===== src/rtl/ysyx_22041071_div_ctrl_pkg.sv =====
// Shared encodings and constants for the RV64M divide/remainder controller.
package ysyx_22041071_div_ctrl_pkg;

    localparam int unsigned DATA_BUS = 64;

    typedef enum logic [1:0] {
        OP_DIV  = 2'b00,
        OP_DIVU = 2'b01,
        OP_REM  = 2'b10,
        OP_REMU = 2'b11
    } div_op_e;

    typedef enum logic [1:0] {
        S_IDLE  = 2'd0,
        S_BUSY  = 2'd1,
        S_DRAIN = 2'd2,
        S_RESP  = 2'd3
    } div_state_e;

    localparam logic [DATA_BUS-1:0] INT64_MIN = 64'h8000_0000_0000_0000;
    localparam logic [31:0]         INT32_MIN = 32'h8000_0000;
    localparam logic [DATA_BUS-1:0] ALL_ONES  = 64'hFFFF_FFFF_FFFF_FFFF;

    function automatic logic [DATA_BUS-1:0] sext32(input logic [DATA_BUS-1:0] x);
        return {{32{x[31]}}, x[31:0]};
    endfunction

endpackage


===== src/rtl/ysyx_22041071_div_ctrl.sv =====
// EXE-stage controller for DIV/REM ops: resolves RISC-V special cases locally,
// otherwise runs the external iterative divider and formats its result.
module ysyx_22041071_div_ctrl
    import ysyx_22041071_div_ctrl_pkg::*;
(
    input  logic                clk,
    input  logic                reset,
    input  logic                i_flush,
    input  logic                i_op_valid,
    input  logic [1:0]          i_op,
    input  logic                i_op_w,
    input  logic [DATA_BUS-1:0] i_src1,
    input  logic [DATA_BUS-1:0] i_src2,
    output logic                o_stall,
    output logic                o_res_valid,
    output logic [DATA_BUS-1:0] o_result,
    output logic                o_div_valid,
    output logic                o_div_signed,
    output logic                o_divw,
    output logic [DATA_BUS-1:0] o_dividend,
    output logic [DATA_BUS-1:0] o_divisor,
    input  logic                i_div_ready,
    input  logic                i_out_valid,
    input  logic [DATA_BUS-1:0] i_quot,
    input  logic [DATA_BUS-1:0] i_rema
);

    div_state_e          r_state;
    logic                r_sel_rem;
    logic                r_op_w;
    logic [DATA_BUS-1:0] r_result;
    logic                r_div_valid;
    logic                r_div_signed;
    logic                r_divw;
    logic [DATA_BUS-1:0] r_dividend;
    logic [DATA_BUS-1:0] r_divisor;

    logic                w_accept;
    logic                w_div_zero;
    logic                w_overflow;
    logic                w_special;
    logic [DATA_BUS-1:0] w_special_raw;
    logic [DATA_BUS-1:0] w_special_res;
    logic [DATA_BUS-1:0] w_div_raw;
    logic [DATA_BUS-1:0] w_div_res;

    // Special-case classification works on the live operands during acceptance.
    assign w_accept   = (r_state == S_IDLE) && i_op_valid && !i_flush;
    assign w_div_zero = i_op_w ? (i_src2[31:0] == 32'h0) : (i_src2 == '0);
    assign w_overflow = !i_op[0] &&
                        (i_op_w ? ((i_src1[31:0] == INT32_MIN) && (i_src2[31:0] == 32'hFFFF_FFFF))
                                : ((i_src1 == INT64_MIN) && (i_src2 == ALL_ONES)));
    assign w_special  = w_div_zero || w_overflow;

    assign w_special_raw = w_div_zero ? (i_op[1] ? i_src1 : ALL_ONES)
                                      : (i_op[1] ? '0 : i_src1);
    assign w_special_res = i_op_w ? sext32(w_special_raw) : w_special_raw;

    assign w_div_raw = r_sel_rem ? i_rema : i_quot;
    assign w_div_res = r_op_w ? sext32(w_div_raw) : w_div_raw;

    // Stall and strobe must react in the same cycle as op_valid/flush.
    assign o_stall     = w_accept || (r_state == S_BUSY) || (r_state == S_DRAIN);
    assign o_res_valid = (r_state == S_RESP) && !i_flush;

    assign o_result     = r_result;
    assign o_div_valid  = r_div_valid;
    assign o_div_signed = r_div_signed;
    assign o_divw       = r_divw;
    assign o_dividend   = r_dividend;
    assign o_divisor    = r_divisor;

    always_ff @(posedge clk) begin
        if (reset) begin
            r_state      <= S_IDLE;
            r_sel_rem    <= 1'b0;
            r_op_w       <= 1'b0;
            r_result     <= '0;
            r_div_valid  <= 1'b0;
            r_div_signed <= 1'b0;
            r_divw       <= 1'b0;
            r_dividend   <= '0;
            r_divisor    <= '0;
        end else begin
            case (r_state)
                S_IDLE: begin
                    if (w_accept && (w_special || i_div_ready)) begin
                        r_sel_rem    <= i_op[1];
                        r_op_w       <= i_op_w;
                        r_div_signed <= !i_op[0];
                        r_divw       <= i_op_w;
                        r_dividend   <= i_src1;
                        r_divisor    <= i_src2;
                        if (w_special) begin
                            r_result <= w_special_res;
                            r_state  <= S_RESP;
                        end else begin
                            r_div_valid <= 1'b1;
                            r_state     <= S_BUSY;
                        end
                    end
                end
                S_BUSY: begin
                    // A flush coinciding with the strobe leaves nothing to drain.
                    if (i_flush) begin
                        r_div_valid <= 1'b0;
                        r_state     <= i_out_valid ? S_IDLE : S_DRAIN;
                    end else if (i_out_valid) begin
                        r_div_valid <= 1'b0;
                        r_result    <= w_div_res;
                        r_state     <= S_RESP;
                    end
                end
                S_DRAIN: begin
                    if (i_out_valid) begin
                        r_state <= S_IDLE;
                    end
                end
                S_RESP: begin
                    r_state <= S_IDLE;
                end
                default: begin
                    r_state <= S_IDLE;
                end
            endcase
        end
    end

endmodule


===== config.mk =====
export PLATFORM = sky130hd
export DESIGN_NAME = ysyx_22041071_div_ctrl
export DESIGN_NICKNAME = d
export VERILOG_FILES = /design/src/rtl/ysyx_22041071_div_ctrl_pkg.sv /design/src/rtl/ysyx_22041071_div_ctrl.sv
export SDC_FILE = /design/constraint.sdc
export NUM_CORES = 1
export LEC_CHECK = 0
export BUFFER_PORTS_ARGS = -buffer_cell sky130_fd_sc_hd__buf_4
export CAP_MARGIN = 40
export CORE_AREA = 2 2 180 182
export DETAILED_ROUTE_END_ITERATION = 8
export DIE_AREA = 0 0 182 184
export SYNTH_ARGS = -nofsm -noshare
export SYNTH_HDL_FRONTEND = slang
export SYNTH_SLANG_ARGS = --single-unit

===== constraint.sdc =====
create_clock -name clk -period 3.9 [get_ports clk]
set_input_delay 0.975 -clock clk [delete_from_list [all_inputs] [get_ports clk]]
set_output_delay 0.975 -clock clk [all_outputs]
set_load 0.02 [all_outputs]

Word level (Yosys, flattened, before mapping)
Cells that the tools add are included.

Register bits: 198. Logic and storage cells: 68. Bits of input ports: 265.

Multiplexer cells: 25. Equal/unequal tests: 14. Reduce and logical (&&, ||, !) cells: 21.

Operators with widths (number): 64-bit two-way mux (10); 64-bit equality test, second input constant (2); 64-bit one-hot mux with 2 select lines (1); 32-bit equality test, second input constant (2); 64-bit logical NOT (1); 32-bit logical NOT (1); 2-bit two-way mux (6); 2-bit != test, second input constant (5); 2-bit one-hot mux with 4 select lines (1); 1-bit logical AND (7); 1-bit two-way mux (6); 5-bit AND reduction (1); 2-bit equality test, second input constant (2); 1-bit logical OR (4); 4-bit AND reduction (1); 3-bit != test, second input constant (1); 3-bit AND reduction (1); 2-bit by 1-bit equality test with 1-bit output, second input constant (1); 1-bit logical NOT (2); 2-bit logical NOT (1); 2-bit by 1-bit != test with 1-bit output, second input constant (1); 1-bit one-hot mux with 2 select lines (1); 2-bit AND reduction (1); 2-bit nonzero test (1).

Logic depth before layout (Yosys ltp)
Gate-level depths: netlist of the first run.

Depth after elaboration: 9. Mapped depth: 11. Mapped depth without buffers: 7.

Worst setup path before layout of the first run
No wires, ideal clock.

Kind: input to register. From: in i_src1[22]. To: reg r_dividend[10] (netlist: o_dividend[10]). Arrival: 2.925 ns. Setup time: 0.128 ns. Setup slack: 0.847 ns. Required time: 3.772 ns. Path buffers: 3. Stages on the path: 10. Path through: or4_1 nor4_1 nand4_1 or2_1 o21ai_1 buf_4 buf_8 buf_8 mux2i_1 nor2_1.

Word-level cells in the longest chain between the ends: 8. Elaborated cells between the ends (all ways): 10. Classes of those cells: 2 x eq/ne; 1 x mux; 7 x reduce/logical.

RTL lines: from (decl) (RTL line ysyx_22041071_div_ctrl.sv:12) `input logic [DATA_BUS-1:0] i_src1,`; 64-bit equality test / 32-bit equality test (equally long branches) (RTL line ysyx_22041071_div_ctrl.sv:52, ysyx_22041071_div_ctrl.sv:51); 1-bit logical AND, on equally long branches (RTL line ysyx_22041071_div_ctrl.sv:52, ysyx_22041071_div_ctrl.sv:51); 1-bit two-way mux (*) (RTL line ysyx_22041071_div_ctrl.sv:51) `(i_op_w ? ((i_src1[31:0] == INT32_MIN) && (i_src2[31:0] == 32'hFFFF_FFFF))`; 1-bit logical AND (*) (RTL line ysyx_22041071_div_ctrl.sv:50) `assign w_overflow = !i_op[0] &&`; 1-bit logical OR (*) (RTL line ysyx_22041071_div_ctrl.sv:53) `assign w_special = w_div_zero || w_overflow;`; 1-bit logical OR (*) (RTL line ysyx_22041071_div_ctrl.sv:87) `if (w_accept && (w_special || i_div_ready)) begin`; 1-bit logical AND (*) (RTL line ysyx_22041071_div_ctrl.sv:87); 2-bit AND reduction (no line) (*); to (signal assigned) (RTL line ysyx_22041071_div_ctrl.sv:92) `r_dividend <= i_src1;`; to (decl) (RTL line ysyx_22041071_div_ctrl.sv:35) `logic [DATA_BUS-1:0] r_dividend;`.

Mark *: on every way between the ends. The rest lies on a longest branch, timed or not. A chain may end at the register's enable or synchronous reset.

Final worst setup path of the first run
From: in i_src1[59]. To: reg r_result[14] (netlist: o_result[14]).

Word-level cells in the longest chain between the ends: 9. Elaborated cells between the ends (all ways): 10. Classes of those cells: 3 x eq/ne; 1 x mux; 6 x reduce/logical.

RTL lines: 64-bit equality test (*) (RTL line ysyx_22041071_div_ctrl.sv:52) `: ((i_src1 == INT64_MIN) && (i_src2 == ALL_ONES)));`; 1-bit logical AND (*) (RTL line ysyx_22041071_div_ctrl.sv:52); 1-bit two-way mux (*) (RTL line ysyx_22041071_div_ctrl.sv:51); 1-bit logical AND (*) (RTL line ysyx_22041071_div_ctrl.sv:50); 1-bit logical OR (*) (RTL line ysyx_22041071_div_ctrl.sv:53); 1-bit logical OR (RTL line ysyx_22041071_div_ctrl.sv:87); 1-bit logical AND (RTL line ysyx_22041071_div_ctrl.sv:87); 2-bit by 1-bit != test with 1-bit output (no line); 5-bit AND reduction (no line) (*); to (signal assigned) (RTL line ysyx_22041071_div_ctrl.sv:95) `r_result <= w_special_res;`; to (signal assigned) (RTL line ysyx_22041071_div_ctrl.sv:110) `r_result <= w_div_res;`; to (decl) (RTL line ysyx_22041071_div_ctrl.sv:31) `logic [DATA_BUS-1:0] r_result;`.

Marks and branches as above.

==> flow_summary.json, run 1 <==
{
  "hpwl_mm": 31.3,
  "status": "finished clean",
  "syn_area_per_cell_um2": 8.77,
  "rows": 65,
  "crit_fanout": 21,
  "synth_enable_flop_cells": 0,
  "yosysSeqAreaShare_pct": 38.8,
  "final_common_cell": "buf_4",
  "root_buffer": "clkbuf_16",
  "overflow": 0,
  "die_h_um": 184,
  "post_synth_num_cell_types": 46,
  "cts_tree": "built",
  "post-route-period-util_pct": 82.0,
  "synthCells": 1166,
  "crit_required_ns": 4.26,
  "power_w": 0.00486,
  "drive_above_1_share_pct": 34.6,
  "io_buffers": 461,
  "use_met1_pct": 28.4,
  "detail-route-antenna-nets": 0,
  "finalNetCount": 1837,
  "max_stage_delay_ns": 0.54,
  "max_freq_ghz": 0.313,
  "wirelength_mm": 42.2,
  "die_w_um": 182,
  "ff_latch_area_um2": 3970,
  "synth_top_flop_cell": "dfxtp_1",
  "maxCapViolCount": 0,
  "cts.path.max_buffers": 2,
  "setup_viol": 0,
  "syn-num-nets": 1431,
  "finalSetupTns_ns": 0,
  "drv_slew": 0,
  "synth_top_area_share_pct": 38.8,
  "synth.area.top_cells": "dfxtp_1 (39%), mux2i_1 (22%), nor2_1 (6.3%)",
  "grt-busiest-layer": "met2",
  "cts_num_sinks": 198,
  "num_antenna_cells": 0,
  "drtPass1Iterations": 4,
  "grt_pass1_wl_mm": 63.0,
  "grt_pass1_vias": 10537,
  "power_density_nw_per_um2": 328,
  "viasPerCell": 5.43,
  "multi_input_area_um2": 5750,
  "ys_warn_count": 0,
  "power.leakage_nw": 5.99,
  "final_util_pct": 47.1,
  "rsz0062_at_grt": "no",
  "gr-usage-all-layers_pct": 24.2,
  "hp-class": "reg2reg",
  "place.gp.congestion": 0.852,
  "num_vias": 10792,
  "post-route-drc-count": 0,
  "critPathLaunchType": "input port",
  "area_delta_synth_final_pct": 44.7,
  "insertion_delay_ns": 0.44,
  "worst_pin_slew_ns": 0.900,
  "async_flop_share_pct": 0,
  "grt_max_degree": 77,
  "cp_cell_sequence": "buf_4, nor4_1, buf_4, nand3_1, nor4_1, a22oi_1, buf_4, nor2_2, buf_4, o21ai_0, a21oi_1",
  "yosys.area.top_type": "dfxtp_1",
  "cts-buffers-inserted": 17,
  "final_cell_mix": "buf_4 (489), mux2i_1 (225), dfxtp_1 (197)",
  "first_iter_violations": 660,
  "use_met2_pct": 43.0,
  "antenna_found_initial": 0,
  "crit_top_cell": "buf_4",
  "vdd_drop_max_uv": 252,
  "slew-limit-headroom_pct": 39.9,
  "hold_buffers": 0,
  "initial_core_util_pct": 32.6,
  "hold_viol_final": 0,
  "wl_per_cell_um": 21.2,
  "grtUsageMet3_pct": 6.48,
  "min_period_ns": 3.20,
  "cts_max_level": 4,
  "cp_slowest_cell": "nor4_1",
  "fillers": 3104,
  "ys_ff_latch": 198,
  "post_cts_buffers": 0,
  "cts_resized": 0,
  "crit_type": "in2reg",
  "coreArea_um2": 31400,
  "skew_ns": 0.0118,
  "syn_area_um2": 10200,
  "worstSetupEndpointType": "register",
  "clk_pin_slew_ns": 0.08,
  "die_area_um2": 33500,
  "worstPathArrival_ns": 3.56,
  "pin_count": 462
}
==> cells in the mapped netlist, types with 30 or more instances <==
| cell type | instances |
|---|---|
| nand3_1 | 35 |
| mux2i_1 | 225 |
| nor2_1 | 172 |
| dfxtp_1 | 198 |
| nor3_1 | 32 |
| nand2_1 | 38 |
| o311ai_0 | 31 |
| a32oi_1 | 31 |
| nor3b_1 | 31 |
| o211ai_1 | 33 |
| nor4_1 | 30 |
| o21ai_0 | 65 |
| a21oi_1 | 65 |
| clkbuf_1 | 93 |
==> cell families (layout without fill, tap and decap cells) <==
group | count (synthesis) | in the layout | synth area share, %
muxes | 226 | 226 | 22.1
AOI/OAI and AO/OA | 239 | 239 | 15.1
buffers and inverters | 119 | 538 | 5.47
and+or+nand+nor | 381 | 381 | 18.2
DFF | 198 | 198 | 38.8
xor gates and xnor gates | 1 | 1 | 0.0857
adders and majority gates | 2 | 2 | 0.196
==> per-layer routing <==
layer / vias to the layer above / share of wire, % / routed length (um)
met2: 505 / 49 / 20900
met1: 5128 / 40 / 16800
li1: 5105 / - / -
met3: 54 / 8.5 / 3580
met5: - / 0 / 0
met4: 0 / 2.3 / 964
==> area by class of cell <==
class                           instances  area share [%]
Multi-Input combinational cell        849            38.8
Clock inverter                         15            1.35
Sequential cell                       198            26.8
Timing Repair Buffer                  503            26.6
Inverter                                3          0.0761
Tap cell                              402            3.40
Clock buffer                           17            2.88
==> path summary, 6_finish.rpt <==
kind                startpoint            to  slack [ns]  cells past startpoint
setup / recovery    i_src1[59]  o_result[14]        0.70                     11
setup reg to reg     r_sel_rem  o_result[38]        1.69                      6
hold reg to reg   o_result[46]  o_result[46]        0.46                      2
hold / removal    o_result[46]  o_result[46]        0.46                      2
==> power breakdown <==
| group | switching, W | internal, W | total (W) |
|---|---|---|---|
| combinational | 0.000442 | 0.000401 | 0.000843 |
| sequential | 0.0000361 | 0.00207 | 0.00211 |
| clock | 0.000919 | 0.000988 | 0.00191 |
==> worst max-delay path, delay by kind of cell <==
family	cells	cell delay [ns]
buffers and inverters	4	0.85
and+or+nand+nor	4	1.16
AOI/OAI and AO/OA	3	0.54
==> flip-flops by register name, summed over array words and instances (netlist names) <==
signal	flops
o_dividend	64
o_div_valid	1
o_divw	1
o_divisor	64
r_state	2
o_div_signed	1
r_sel_rem	1
o_result	64
==> metrics by stage <==
| stage | setup WS (ns) | instance area (um^2) | hold slack [ns] | instances |
|---|---|---|---|---|
| 3_5_place_dp | 0.160 | 14200 | 0.454 | 1955 |
| 5_1_grt | 0.468 | 14800 | 0.492 | 1987 |
| 3_3_place_gp | 0.109 | 14200 | 0.446 | 1955 |
| 2_1_floorplan | 0.847 | 10200 | 0.537 | 1166 |
| 6_report | 0.700 | 14800 | 0.463 | 1987 |
| 4_1_cts | 0.618 | 14800 | 0.465 | 1987 |
Note: power is estimated with default switching activity, not from simulation.
==> inputs of run 2 (changes only) <==
==> constraint.sdc (replaced) <==
create_clock -name clk -period 3.1 [get_ports clk]
set_input_delay 0.775 -clock clk [delete_from_list [all_inputs] [get_ports clk]]
set_output_delay 0.775 -clock clk [all_outputs]
set_load 0.02 [all_outputs]
==> flow_summary.json, run 2 (same netlist as run 1, synthesis figures left out) <==
{
  "setup_viol": 0,
  "power.leakage_nw": 6.25,
  "coreArea_um2": 31400,
  "antenna_found_initial": 1,
  "finalSetupTns_ns": 0,
  "wl_per_cell_um": 21.1,
  "drv_slew": 0,
  "post-route-drc-count": 0,
  "postLayoutCellArea_um2": 15300,
  "r2r-start": "r_state[1]",
  "fillers": 3040,
  "cts.path.max_buffers": 2,
  "rows": 65,
  "crit_top_cell": "buf_4",
  "ff_latch_area_um2": 3970,
  "worst_pin_slew_ns": 0.735,
  "final_cell_mix": "buf_4 (525), mux2i_1 (225), dfxtp_1 (197)",
  "crit_required_ns": 3.43,
  "pin_count": 462,
  "area_delta_synth_final_pct": 49.3,
  "cp.depth": 11,
  "maxCapViolCount": 0,
  "vdd_drop_max_uv": 325,
  "cts_num_sinks": 198,
  "cp_slowest_cell": "or4_1",
  "hold_end": "o_result[49]",
  "hold_viol_final": 0,
  "wl_met2_mm": 21.4,
  "overflow": 0,
  "wl_met3_mm": 3.47,
  "min_period_ns": 3.02,
  "status": "finished clean",
  "clk_pin_slew_ns": 0.08,
  "multi_input_area_um2": 5760,
  "drive_above_1_share_pct": 36.6,
  "drtPass1Iterations": 5,
  "crit_type": "in2reg",
  "max_freq_ghz": 0.331,
  "num_vias": 10949,
  "ff2ff_setup_slack_ns": 0.89,
  "die_h_um": 184,
  "max_stage_delay_ns": 0.60,
  "initial_core_util_pct": 32.6,
  "power_density_nw_per_um2": 397,
  "post_cts_buffers": 0,
  "worstSetupEndpointType": "register",
  "worst-path-buf-inv": 4,
  "finalNetCount": 1884,
  "final_common_cell": "buf_4",
  "grt_max_degree": 65,
  "die_area_um2": 33500,
  "first_iter_violations": 691,
  "skew_ns": 0.0160,
  "min_path_cells": 2,
  "gr-usage-all-layers_pct": 24.6,
  "die_w_um": 182,
  "crit_fanout": 12,
  "r2r_end": "o_result[47]",
  "min-delay-start": "o_result[49]",
  "slew-limit-headroom_pct": 51.0,
  "insertion_delay_ns": 0.45,
  "cp_cell_sequence": "buf_4, or4_1, nor4_1, buf_4, nand4_1, or2_1, o21ai_4, buf_12, buf_4, mux2i_1, nor2_1",
  "wl_met1_mm": 17.0,
  "cts_max_level": 4,
  "highest_layer": "met4",
  "worstPathArrival_ns": 3.35,
  "viasPerCell": 5.38,
  "r2r_cells": 8,
  "crit_family": "simple AND/OR/NAND/NOR gates",
  "cts-buffers-inserted": 17,
  "rsz0062_at_grt": "no",
  "hp-class": "reg2reg",
  "final_util_pct": 48.6,
  "place_area_um2": 14700,
  "hpwl_mm": 32.0,
  "wirelength_mm": 42.9,
  "place.gp.congestion": 0.864,
  "cts_tree": "built",
  "grt_pass1_wl_mm": 64.0,
  "post-route-period-util_pct": 97.6,
  "detail-route-antenna-nets": 0,
  "root_buffer": "clkbuf_16",
  "critPathLaunchType": "input port",
  "io_buffers": 461,
  "grt_pass1_vias": 10711
}
run 2: per-stage QoR:
stage	hold slack [ns]	cells	total power (W)	worst slack, ns
finish	0.463	2035	0.00606	0.0753
global route	0.486	2034	0.00630	0.0212
CTS	0.466	2034	0.00612	0.0821
detailed placement	0.456	2002	0.00383	-0.544
global placement	0.446	2001	0.00381	-0.533
floorplan	0.537	1166	0.00318	0.247
run 2: repair_timing:
item	CTS	global route
hold endpoints to repair	0	0
resized for setup	1	1
hold buffers	0	0
setup endpoints to repair	144	137
run 2: layout make-up:
cell class	instances	share of cell area, %
Multi-Input combinational cell	849	37.7
Timing Repair Buffer	550	29.0
Sequential cell	198	26.0
Tap cell	402	3.29
Clock buffer	18	2.88
Clock inverter	14	0.992
Inverter	3	0.0738
Antenna cell	1	0.0164
run 2: power by group:
group          total [W]  internal, W  switching, W
registers        0.00265      0.00261     0.0000454
logic            0.00112     0.000547      0.000568
clock network    0.00230      0.00111       0.00119
run 2: metal layers:
layer | GRT usage (%) | vias to the layer above
met3 | 6.34 | 44
met4 | 7.74 | 0
met5 | 0 | -
met2 | 43.5 | 475
li1 | - | 5216
met1 | 29.3 | 5214
run 2: tightest hold or removal path, stage by stage (launching register included):
cell and delay (ns):
dfxtp_1 0.31, nand2_1 0.05, mux2i_1 0.06
run 2: worst max path at each step:
stage                     from        endpoint  slack [ns]
floorplan           i_src1[22]  o_dividend[10]        0.25
global placement    i_src1[59]   o_divisor[46]       -0.53
detailed placement  i_src1[59]  o_dividend[39]       -0.54
CTS                 i_src1[41]   o_divisor[50]        0.08
global route        i_src1[17]   o_dividend[5]        0.02
finish              i_src1[17]   o_divisor[50]        0.08
==> inputs of run 3 (changes only) <==
--- a/config.mk
+++ b/config.mk
@@ -8,8 +8,10 @@
 export BUFFER_PORTS_ARGS = -buffer_cell sky130_fd_sc_hd__buf_4
 export CAP_MARGIN = 40
 export CORE_AREA = 2 2 180 182
+export CTS_CLUSTER_SIZE = 10
 export DETAILED_ROUTE_END_ITERATION = 8
 export DIE_AREA = 0 0 182 184
+export SETUP_SLACK_MARGIN = 0.2
 export SYNTH_ARGS = -nofsm -noshare
 export SYNTH_HDL_FRONTEND = slang
 export SYNTH_SLANG_ARGS = --single-unit
==> flow_summary.json, run 3 (same netlist as run 1, synthesis figures left out) <==
{
  "status": "finished clean",
  "cp_cell_sequence": "buf_6, or4_4, nor4_4, buf_4, nand4_1, or2_4, o21ai_4, buf_12, buf_12, buf_6, mux2i_1, nor2_1",
  "cp.depth": 12,
  "crit_path_start": "i_src1[17]",
  "cts.path.max_buffers": 2,
  "min-delay-start": "o_result[34]",
  "slew-limit-headroom_pct": 50.7,
  "drv_slew": 0,
  "die_h_um": 184,
  "die_area_um2": 33500,
  "coreArea_um2": 31400,
  "die_w_um": 182,
  "initial_core_util_pct": 32.6,
  "vdd_drop_max_uv": 325,
  "hpwl_mm": 32.0,
  "hold_viol_final": 0,
  "power.leakage_nw": 6.45,
  "ff2ff_setup_slack_ns": 0.89,
  "root_buffer": "clkbuf_16",
  "final_util_pct": 49.9,
  "rows": 65,
  "crit_required_ns": 3.43,
  "crit_fanout": 8,
  "cts_tree": "built",
  "gr-usage-all-layers_pct": 24.6,
  "grt_max_degree": 65,
  "whs_ns": 0.462,
  "r2r-start": "r_state[1]",
  "area_delta_synth_final_pct": 53.1,
  "cts_max_level": 4,
  "grt_pass1_vias": 10708,
  "cp_slowest_cell": "or4_4",
  "r2r_end": "o_result[47]",
  "drive_above_1_share_pct": 37.9,
  "pin_count": 462,
  "post-route-period-util_pct": 92.3,
  "skew_ns": 0.0149,
  "placed_cells": 2002,
  "min_path_cells": 2,
  "r2r_cells": 8,
  "hold_buffers": 0,
  "power_density_nw_per_um2": 390,
  "finalNetCount": 1897,
  "detail-route-antenna-nets": 0,
  "overflow": 0,
  "critPathLaunchType": "input port",
  "final_common_cell": "buf_4",
  "num_vias": 11071,
  "min_period_ns": 2.86,
  "insertion_delay_ns": 0.45,
  "clk_pin_slew_ns": 0.08,
  "worst_pin_slew_ns": 0.739,
  "rsz0062_at_grt": "yes",
  "io_buffers": 461,
  "place.gp.congestion": 0.864,
  "max_freq_ghz": 0.349,
  "final_cell_mix": "buf_4 (522), mux2i_1 (224), dfxtp_1 (197)",
  "wirelength_mm": 43.7,
  "grt_pass1_wl_mm": 64.0,
  "max_stage_delay_ns": 0.57,
  "cts_num_sinks": 198,
  "worstSetupEndpointType": "register",
  "stdcell_count": 2048,
  "viasPerCell": 5.41,
  "antenna_found_initial": 1,
  "post-route-drc-count": 0,
  "crit_family": "simple AND/OR/NAND/NOR gates",
  "worst-path-buf-inv": 5,
  "maxCapViolCount": 0,
  "crit_type": "in2reg",
  "hp-class": "reg2reg",
  "wl_per_cell_um": 21.3,
  "worstPathArrival_ns": 3.19,
  "first_iter_violations": 640,
  "setup_viol": 0,
  "cts-buffers-inserted": 17,
  "drtPass1Iterations": 6,
  "endpoint": "o_divisor[50]"
}
-- run 3: repair_timing --
| action | 4_1_cts | 5_1_grt |
|---|---|---|
| hold endpoints to repair | 0 | 0 |
| setup buffers | 0 | 7 |
| pin swaps | 0 | 5 |
| endpoints found under the setup margin | 198 | 161 |
| gates cloned | 0 | 6 |
| resized for setup | 4 | 29 |
-- run 3: per-stage QoR --
step                TNS (ns)  instance area (um^2)  power, W  setup WS [ns]
finish                     0                 15700   0.00611          0.238
detailed placement    -93.79                 14700   0.00383         -0.544
CTS                        0                 15300   0.00613          0.214
floorplan                  0                 10200   0.00318          0.247
global route               0                 15700   0.00634          0.173
global placement      -91.22                 14600   0.00381         -0.533
-- run 3: worst register-to-register path, cell delays in order, from the launching register on --
cell and delay, ns:
dfxtp_1 0.49, nor2_1 0.15, nand2b_2 0.11, buf_4 0.37
o21ai_2 0.18, buf_12 0.18, nor2_4 0.23, buf_12 0.21
mux2i_1 0.22
-- run 3: layout make-up --
| cell class | instances | area (um^2) |
|---|---|---|
| fillers | 3001 | 15700 |
| multi-input cells | 849 | 5850 |
| repair buffers | 563 | 4730 |
| flip-flops and latches | 198 | 3970 |
| well taps | 402 | 503 |
| clock buffers | 18 | 439 |
| clock inverters | 14 | 151 |
| inverters | 3 | 11.3 |
| diodes | 1 | 2.50 |
-- run 3: per-layer routing --
metal	global-route usage [%]	vias up	routed length, um
li1	-	5238	-
met1	29.2	5263	17200
met2	43.4	518	21600
met3	6.36	52	3730
met4	7.74	0	1140
met5	0	-	0
-- run 3: worst min path at each step --
stage | endpoint | slack, ns
finish | o_result[34] | 0.46
global route | o_result[32] | 0.49
detailed placement | o_result[34] | 0.46
global placement | o_result[37] | 0.45
floorplan | o_result[32] | 0.54
CTS | o_result[49] | 0.47
-- run 3: power breakdown --
part	switching (W)	internal, W	leakage (nW)
logic	0.000583	0.000577	4.55
clock network	0.00119	0.00111	0.287
registers	0.0000455	0.00261	1.60
